<file path="config.mk">
export PLATFORM = sky130hd
export DESIGN_NAME = deserialize_shifter
export DESIGN_NICKNAME = d
export VERILOG_FILES = /design/src/rtl/deserialize_shifter.sv
export SDC_FILE = /design/constraint.sdc
export NUM_CORES = 1
export LEC_CHECK = 0
export CAP_MARGIN = 15
export CORE_MARGIN = 4
export CORE_UTILIZATION = 50
export DETAILED_ROUTE_END_ITERATION = 12
export PLACE_DENSITY = 0.8
export SETUP_SLACK_MARGIN = 0.15
export SLEW_MARGIN = 20
export SYNTH_ARGS = -nofsm -noshare
export SYNTH_HDL_FRONTEND = slang
export SYNTH_SLANG_ARGS = --single-unit
export TNS_END_PERCENT = 10
</file>
<file path="constraint.sdc">
create_clock -name ser_ck -period 3.6 [get_ports ser_ck]
set_input_delay 0.54 -clock ser_ck [delete_from_list [all_inputs] [get_ports ser_ck]]
set_output_delay 0.54 -clock ser_ck [all_outputs]
set_load 0.01 [all_outputs]
</file>
<file path="src/rtl/deserialize_shifter.sv">
`default_nettype none
// ============================================================================
// Module   : deserialize_shifter
// Brief    : 8N1 serial receiver with mid-bit sampling and a valid/ack output.
// Revision : 1.0 - initial release
// ============================================================================
module deserialize_shifter #(
    parameter int SRC_CLOCK = 0,
    parameter int BAUDS     = 0
) (
    input  logic       ser_ck,
    input  logic       rst,
    input  logic       serin,
    input  logic       rx_ack,
    output logic [7:0] rx_data,
    output logic       rx_valid,
    output logic       busy,
    output logic       frame_err,
    output logic       overrun
);

    // Guarded so an instance with unset parameters still elaborates.
    localparam int c_BAUD_DIV       = (BAUDS > 0) ? BAUDS : 1;
    localparam int c_RATIO_RAW      = SRC_CLOCK / c_BAUD_DIV;
    localparam int c_RATIO          = (c_RATIO_RAW >= 4) ? c_RATIO_RAW : 4;
    localparam int c_TICKS_PER_BAUD = c_RATIO - 1;
    localparam int c_HALF_BAUD      = c_TICKS_PER_BAUD / 2;
    localparam int c_CNT_W          = $clog2(c_TICKS_PER_BAUD + 1) + 1;

    localparam logic [c_CNT_W-1:0] c_TICKS_CNT = c_CNT_W'(c_TICKS_PER_BAUD);
    localparam logic [c_CNT_W-1:0] c_HALF_CNT  = c_CNT_W'(c_HALF_BAUD);
    localparam logic [c_CNT_W-1:0] c_CNT_ONE   = c_CNT_W'(1);

    localparam logic [2:0] c_ST_IDLE  = 3'd0;
    localparam logic [2:0] c_ST_START = 3'd1;
    localparam logic [2:0] c_ST_DATA  = 3'd2;
    localparam logic [2:0] c_ST_STOP  = 3'd3;
    localparam logic [2:0] c_ST_BREAK = 3'd4;

    logic [1:0]         r_sync;
    logic [2:0]         r_state;
    logic [c_CNT_W-1:0] r_cnt;
    logic [2:0]         r_bit_idx;
    logic [7:0]         r_shift;
    logic [7:0]         r_rx_data;
    logic               r_rx_valid;
    logic               r_busy;
    logic               r_frame_err;
    logic               r_overrun;

    logic w_rxs;
    logic w_at_tick;
    logic w_at_half;

    assign w_rxs     = r_sync[1];
    assign w_at_tick = (r_cnt == c_TICKS_CNT);
    assign w_at_half = (r_cnt == c_HALF_CNT);

    always_ff @(posedge ser_ck or posedge rst) begin
        if (rst) begin
            r_sync <= 2'b11;
        end else begin
            r_sync <= {r_sync[0], serin};
        end
    end

    always_ff @(posedge ser_ck or posedge rst) begin
        if (rst) begin
            r_state     <= c_ST_IDLE;
            r_cnt       <= '0;
            r_bit_idx   <= 3'd0;
            r_shift     <= 8'd0;
            r_rx_data   <= 8'd0;
            r_rx_valid  <= 1'b0;
            r_busy      <= 1'b0;
            r_frame_err <= 1'b0;
            r_overrun   <= 1'b0;
        end else begin
            r_frame_err <= 1'b0;
            r_overrun   <= 1'b0;
            if (rx_ack) begin
                r_rx_valid <= 1'b0;
            end

            case (r_state)
                c_ST_IDLE: begin
                    r_busy <= 1'b0;
                    r_cnt  <= '0;
                    if (!w_rxs) begin
                        r_state <= c_ST_START;
                        r_busy  <= 1'b1;
                    end
                end
                c_ST_START: begin
                    if (w_at_half) begin
                        r_cnt <= '0;
                        if (!w_rxs) begin
                            r_state   <= c_ST_DATA;
                            r_bit_idx <= 3'd0;
                        end else begin
                            // Start bit vanished before mid-bit: treat as a glitch.
                            r_state <= c_ST_IDLE;
                            r_busy  <= 1'b0;
                        end
                    end else begin
                        r_cnt <= r_cnt + c_CNT_ONE;
                    end
                end
                c_ST_DATA: begin
                    if (w_at_tick) begin
                        r_cnt              <= '0;
                        r_shift[r_bit_idx] <= w_rxs;
                        r_bit_idx          <= r_bit_idx + 3'd1;
                        if (r_bit_idx == 3'd7) begin
                            r_state <= c_ST_STOP;
                        end
                    end else begin
                        r_cnt <= r_cnt + c_CNT_ONE;
                    end
                end
                c_ST_STOP: begin
                    if (w_at_tick) begin
                        r_cnt <= '0;
                        if (w_rxs) begin
                            // New byte wins over a same-cycle ack; overrun only if unacked.
                            r_rx_data  <= r_shift;
                            r_rx_valid <= 1'b1;
                            r_overrun  <= r_rx_valid & ~rx_ack;
                            r_state    <= c_ST_IDLE;
                            r_busy     <= 1'b0;
                        end else begin
                            r_frame_err <= 1'b1;
                            r_state     <= c_ST_BREAK;
                        end
                    end else begin
                        r_cnt <= r_cnt + c_CNT_ONE;
                    end
                end
                c_ST_BREAK: begin
                    r_cnt <= '0;
                    if (w_rxs) begin
                        r_state <= c_ST_IDLE;
                        r_busy  <= 1'b0;
                    end
                end
                default: begin
                    r_state <= c_ST_IDLE;
                    r_cnt   <= '0;
                    r_busy  <= 1'b0;
                end
            endcase
        end
    end

    assign rx_data   = r_rx_data;
    assign rx_valid  = r_rx_valid;
    assign busy      = r_busy;
    assign frame_err = r_frame_err;
    assign overrun   = r_overrun;

endmodule
`default_nettype wire

</file>
* Word level (Yosys, flattened, before mapping) *
Index checks and enable logic that the tools add are counted.

storage, ports and cells
  register bits = 31
  bits of input ports = 4
  output and inout port bits = 12
  logic and storage cells = 73

operators by class
  add/subtract/negate cells = 2
  order comparisons = 2
  equality and inequality tests = 14
  mux-type cells = 33
  bitwise operators = 3
  reductions and logical operators = 9

operators with widths
  operator                                                                              count
  3-bit 2-to-1 mux                                                                      12
  3-bit one-hot mux with 5 select lines                                                 1
  1-bit 2-to-1 mux                                                                      14
  2-bit inequality test (second input constant)                                         7
  3-bit one-hot mux with 2 select lines                                                 2
  3-bit by 2-bit equality test with 1-bit output (second input constant)                3
  8-bit bitwise mux                                                                     1
  3-bit by 1-bit adder with 3-bit output (second input constant)                        2
  3-bit by 1-bit equality test with 1-bit output (second input constant)                2
  3-bit equality test (second input constant)                                           2
  3-bit AND reduction                                                                   2
  6-bit AND reduction                                                                   1
  1-bit one-hot mux with 5 select lines                                                 1
  3-bit by 4-bit less-than comparator with 1-bit output (second input constant)         1
  4-bit AND reduction                                                                   1
  1-bit demux with 3-bit select                                                         1
  3-bit by 1-bit greater-or-equal comparator with 1-bit output (second input constant)  1
  3-bit zero test                                                                       1
  2-bit 2-to-1 mux                                                                      1
  1-bit NOT                                                                             2
  2-bit AND reduction                                                                   1
  2-bit nonzero test                                                                    1
  2-bit OR reduction                                                                    1
  1-bit AND                                                                             1
  1-bit logical AND                                                                     1

* Depth between registers and ports, before layout *
  word-level depth = 5
  mapped depth = 6
  gate-level depth less buffers = 6

* Worst setup path after synthesis *
OpenSTA, ideal clock, no wires.

  path kind = register to register
  start = register r_state[0]
  end = register r_shift[0]
  library setup time = 128 ps
  data arrival time = 1475 ps
  required time = 3472 ps
  slack = 1998 ps
  cell stages (with the launch flop) = 4
  path buffers = 0
  period minus slack after synthesis = 1602 ps
  cells stage by stage = dfrtp_1 > or4b_4 > nor4_4 > mux2_1

on the way
  longest elaborated chain between the ends = 2

RTL lines
  element                                         RTL line  source
  start: declaration                              41        logic [2:0] r_state;
  start signal: assignment                        69        r_state <= c_ST_IDLE;
  start signal: assignment                        90        r_state <= c_ST_START;
  start signal: assignment                        98        r_state <= c_ST_DATA;
  3-bit by 2-bit equality test with 1-bit output  85        case (r_state)
  2-bit AND reduction (no line)                   n/a
  end signal: indexed assignment                  112       r_shift[r_bit_idx] <= w_rxs;
  end: declaration                                44        logic [7:0] r_shift;

Every way passes these cells.
A chain may end at the register's enable or synchronous reset.

* Worst setup path in the final report *
  start = register r_state[1]
  end = register r_shift[4]

Same word-level chain as after synthesis.

==> run summary <==
• dfrtp_1 — leading cell type in the layout, fill and taps excluded
• 0 — MaxCap Viol Count
• 12.4 µm² — mean area per synthesized cell
• flip-flop — CP endpoint kind
• 20.7% — fraction of final layout cells sized beyond drive strength 1
• 38 — number of distinct library cell variants in the gate-level netlist after synthesis
• 0 — yosys synthesis warning count
• 0.00149 mm² — post-synthesis instance area
• 18 — CP max FO
• 0 — number of buffers inserted for hold repair after clock tree synthesis
• dfrtp_1 — leading register cell type out of synthesis
• 32 — maximum number of pins on one net before global-route repair
• 31 — #FFs+latches synth
• 0.00244 ns — maximum clock skew at final layout
• 2 — maximum clock insertion buffer count
• 0.00281 mm² — area of the core
• 657 µm² — area of the multi-input gates
• 31 — number of clock sinks
• 0 ns — summed negative setup slack over all endpoints
• flip-flop — element type at the critical path start
• 145 — final layout net count
• 5 — cts bufs inserted
• dfrtp_1 (29), mux2_2 (15), clkdlybuf4s50_1 (15) — commonest cells after routing, fill and taps aside
• 778 µm² — sequential cell area
• 0 — Overflow after GRT
• 0 — Final setup violation count
• 0 — Antenna diodes
• 0 — final count of hold timing violations
• 53.0% — Final Cycle Share
• 0.360 ns — post-route worst hold slack
• 23 — number of violations reported at the end of detailed-routing iteration 0
• reg -> reg — worst hold-check path type
• 6.57% — complex-gate fraction of the synthesized area
• 62.5 µm — die outline width
• 1870 µm — half-perimeter wire length after detailed placement
• 0 — total setup buffers inserted after CTS
• 60.7% — share of the core filled with cells
• 5.05% — share of synthesized cell area in full adder, half adder and majority cells
• 608 mW/mm² — power density over the cells
• 0.729 — gpl congestion
• 0.604 ns — transition time of the tightest slew-check pin
• 0 — final antenna-violating net count
• 59.7% — Max transition margin
• 2.11 ns — Arr. time, crit path
• 52.4% — sequential area share after synthesis
• 0 — count of flip-flops with a built-in enable after synthesis
• clkbuf_4 — clock root cell
• 19 — placement row count
• 1.91 ns — minimum clock period
• 0.401 mV — VDD IR max
• 0.31 ns — clock latency on the worst-skew pair
• 4590 µm — global-route wire length before repair
• 14.6% — area delta synth->final
• 0 — number of antenna violations at the first check in global routing
• 0 — CTS resizes
• 226 — count of fill cells added during filler insertion
• 0.00391 mm² — die area
• 0.09 ns — post-CTS clock slew at the launch and capture registers of the worst setup and hold paths
• 524 MHz — achievable frequency
• 62.5 µm — floorplan die height
• 6.01 — average via count per standard cell
• 0 — count of pins over their slew limit
• 14.8% — gr usage total
• 100% — share of synthesized registers carrying an async set or reset
• 120 — post-synthesis cell count
• 2550 µm — wirelength, routed
• complete, no violations — status
• 16 — boundary pin count
• 14.2% — mux cell area share after synthesis
• 2 — H-tree levels
• 4 — number of detailed-route iterations in the first pass
• built — TritonCTS clock tree
• 1,033 — number of global-route vias before repair
• 0.781 nW — leakage component of the power
• 0% — share of the synthesized netlist area taken by xor and xnor gates
• 3.80 ns — required time at the endpoint of the critical path
• 15.4 µm — Avg WL per Cell
• 53.0% — starting density of the core
• 130 — Post-Synthesis Net Count
• 18.4% — basic-gate share of the synthesized area counting and, or, nand and nor cells
• simple AND/OR/NAND/NOR gates — main combinational cell family by area after synthesis
• 998 — count of vias placed by the detailed router
• 0 — DRC Markers
• 15 — number of buffers added on ports
• reg -> reg — kind of critical path
• false — setup repair after global routing missed its margin
-- flip-flops by register name (all words and copies together) (netlist names) --
register / count
rx_data: 8
r_state: 3
frame_err: 1
r_shift: 8
rx_valid: 1
overrun: 1
busy: 1
r_cnt: 3
r_sync: 2
r_bit_idx: 3
-- critical path: stages (launching register included) --
cell,delay [ns]
dfrtp_1,0.67
or4b_4,0.55
nor3_1,0.22
mux2_2,0.36
-- worst paths after layout --
kind	from	to	slack (ns)	depth (start not counted)
worst max-delay path	r_state[1]	r_shift[4]	1.69	3
worst min-delay path	r_sync[0]	r_sync[1]	0.36	0
worst max register to register	r_state[1]	r_shift[4]	1.69	3
worst min register to register	r_sync[0]	r_sync[1]	0.36	0
max in group asynchronous	rst	rx_data[5]	2.60	2
min in group asynchronous	rst	rx_data[6]	0.61	2
-- through the flow --
| step | power (mW) | worst slack, ns | std cells | area (µm²) |
|---|---|---|---|---|
| 6_report | 1.04 | 1.69 | 166 | 1700 |
| 5_1_grt | 1.11 | 1.59 | 166 | 1700 |
| 4_1_cts | 1.04 | 1.71 | 166 | 1700 |
| 3_5_place_dp | 0.846 | 1.69 | 159 | 1650 |
| 3_3_place_gp | 0.819 | 1.73 | 159 | 1650 |
| 2_1_floorplan | 0.757 | 2.00 | 120 | 1490 |
-- logic make-up (layout without fill, tap and decap cells) --
group                    count (synthesis)  in the layout
AO/OA/AOI/OAI                           12             12
adder cells (fa/ha/maj)                  6              6
buffers and inverters                   12             27
flip-flops                              31             31
multiplexers                            19             19
AND/OR/NAND/NOR                         40             40
-- power breakdown --
| part | switching (mW) | leakage [nW] | internal [mW] |
|---|---|---|---|
| clock network | 0.107 | 0.0341 | 0.0904 |
| logic | 0.135 | 0.336 | 0.171 |
| registers | 0.117 | 0.411 | 0.415 |
| total | 0.359 | 0.781 | 0.677 |
-- cell usage after synthesis, types with 2 or more instances --
| library cell | instances | area [µm²] |
|---|---|---|
| buf_2 | 2 | 10.0 |
| dfstp_2 | 2 | 52.6 |
| a211oi_1 | 2 | 15.0 |
| nor4bb_1 | 2 | 20.0 |
| mux2_2 | 15 | 169 |
| mux2i_1 | 2 | 20.0 |
| nand4_1 | 2 | 12.5 |
| inv_1 | 4 | 15.0 |
| nand3_1 | 2 | 10.0 |
| dfrtp_1 | 29 | 726 |
| nand2b_1 | 4 | 25.0 |
| mux2_1 | 2 | 22.5 |
| nand3b_1 | 2 | 15.0 |
| nor3b_1 | 5 | 37.5 |
| ha_1 | 6 | 75.1 |
| a22o_1 | 3 | 26.3 |
| nor3_1 | 4 | 20.0 |
| clkbuf_1 | 5 | 18.8 |
| nor2_1 | 8 | 30.0 |
-- routing by layer --
metal  GRT usage [%]  part of all wire (%)
met5               0                     0
met4            7.44                   1.2
met3            4.86                   5.4
met2            24.5                    50
met1            17.0                    43
-- cell type report --
cell class	count	share of cell area [%]
repair buffers	16	9.26
flip-flops and latches	31	45.7
clock buffers	6	3.01
inverters	4	0.882
multi-input cells	77	38.6
clock inverters	1	0.294
well taps	31	2.28
(Power assumes the default switching activity.)
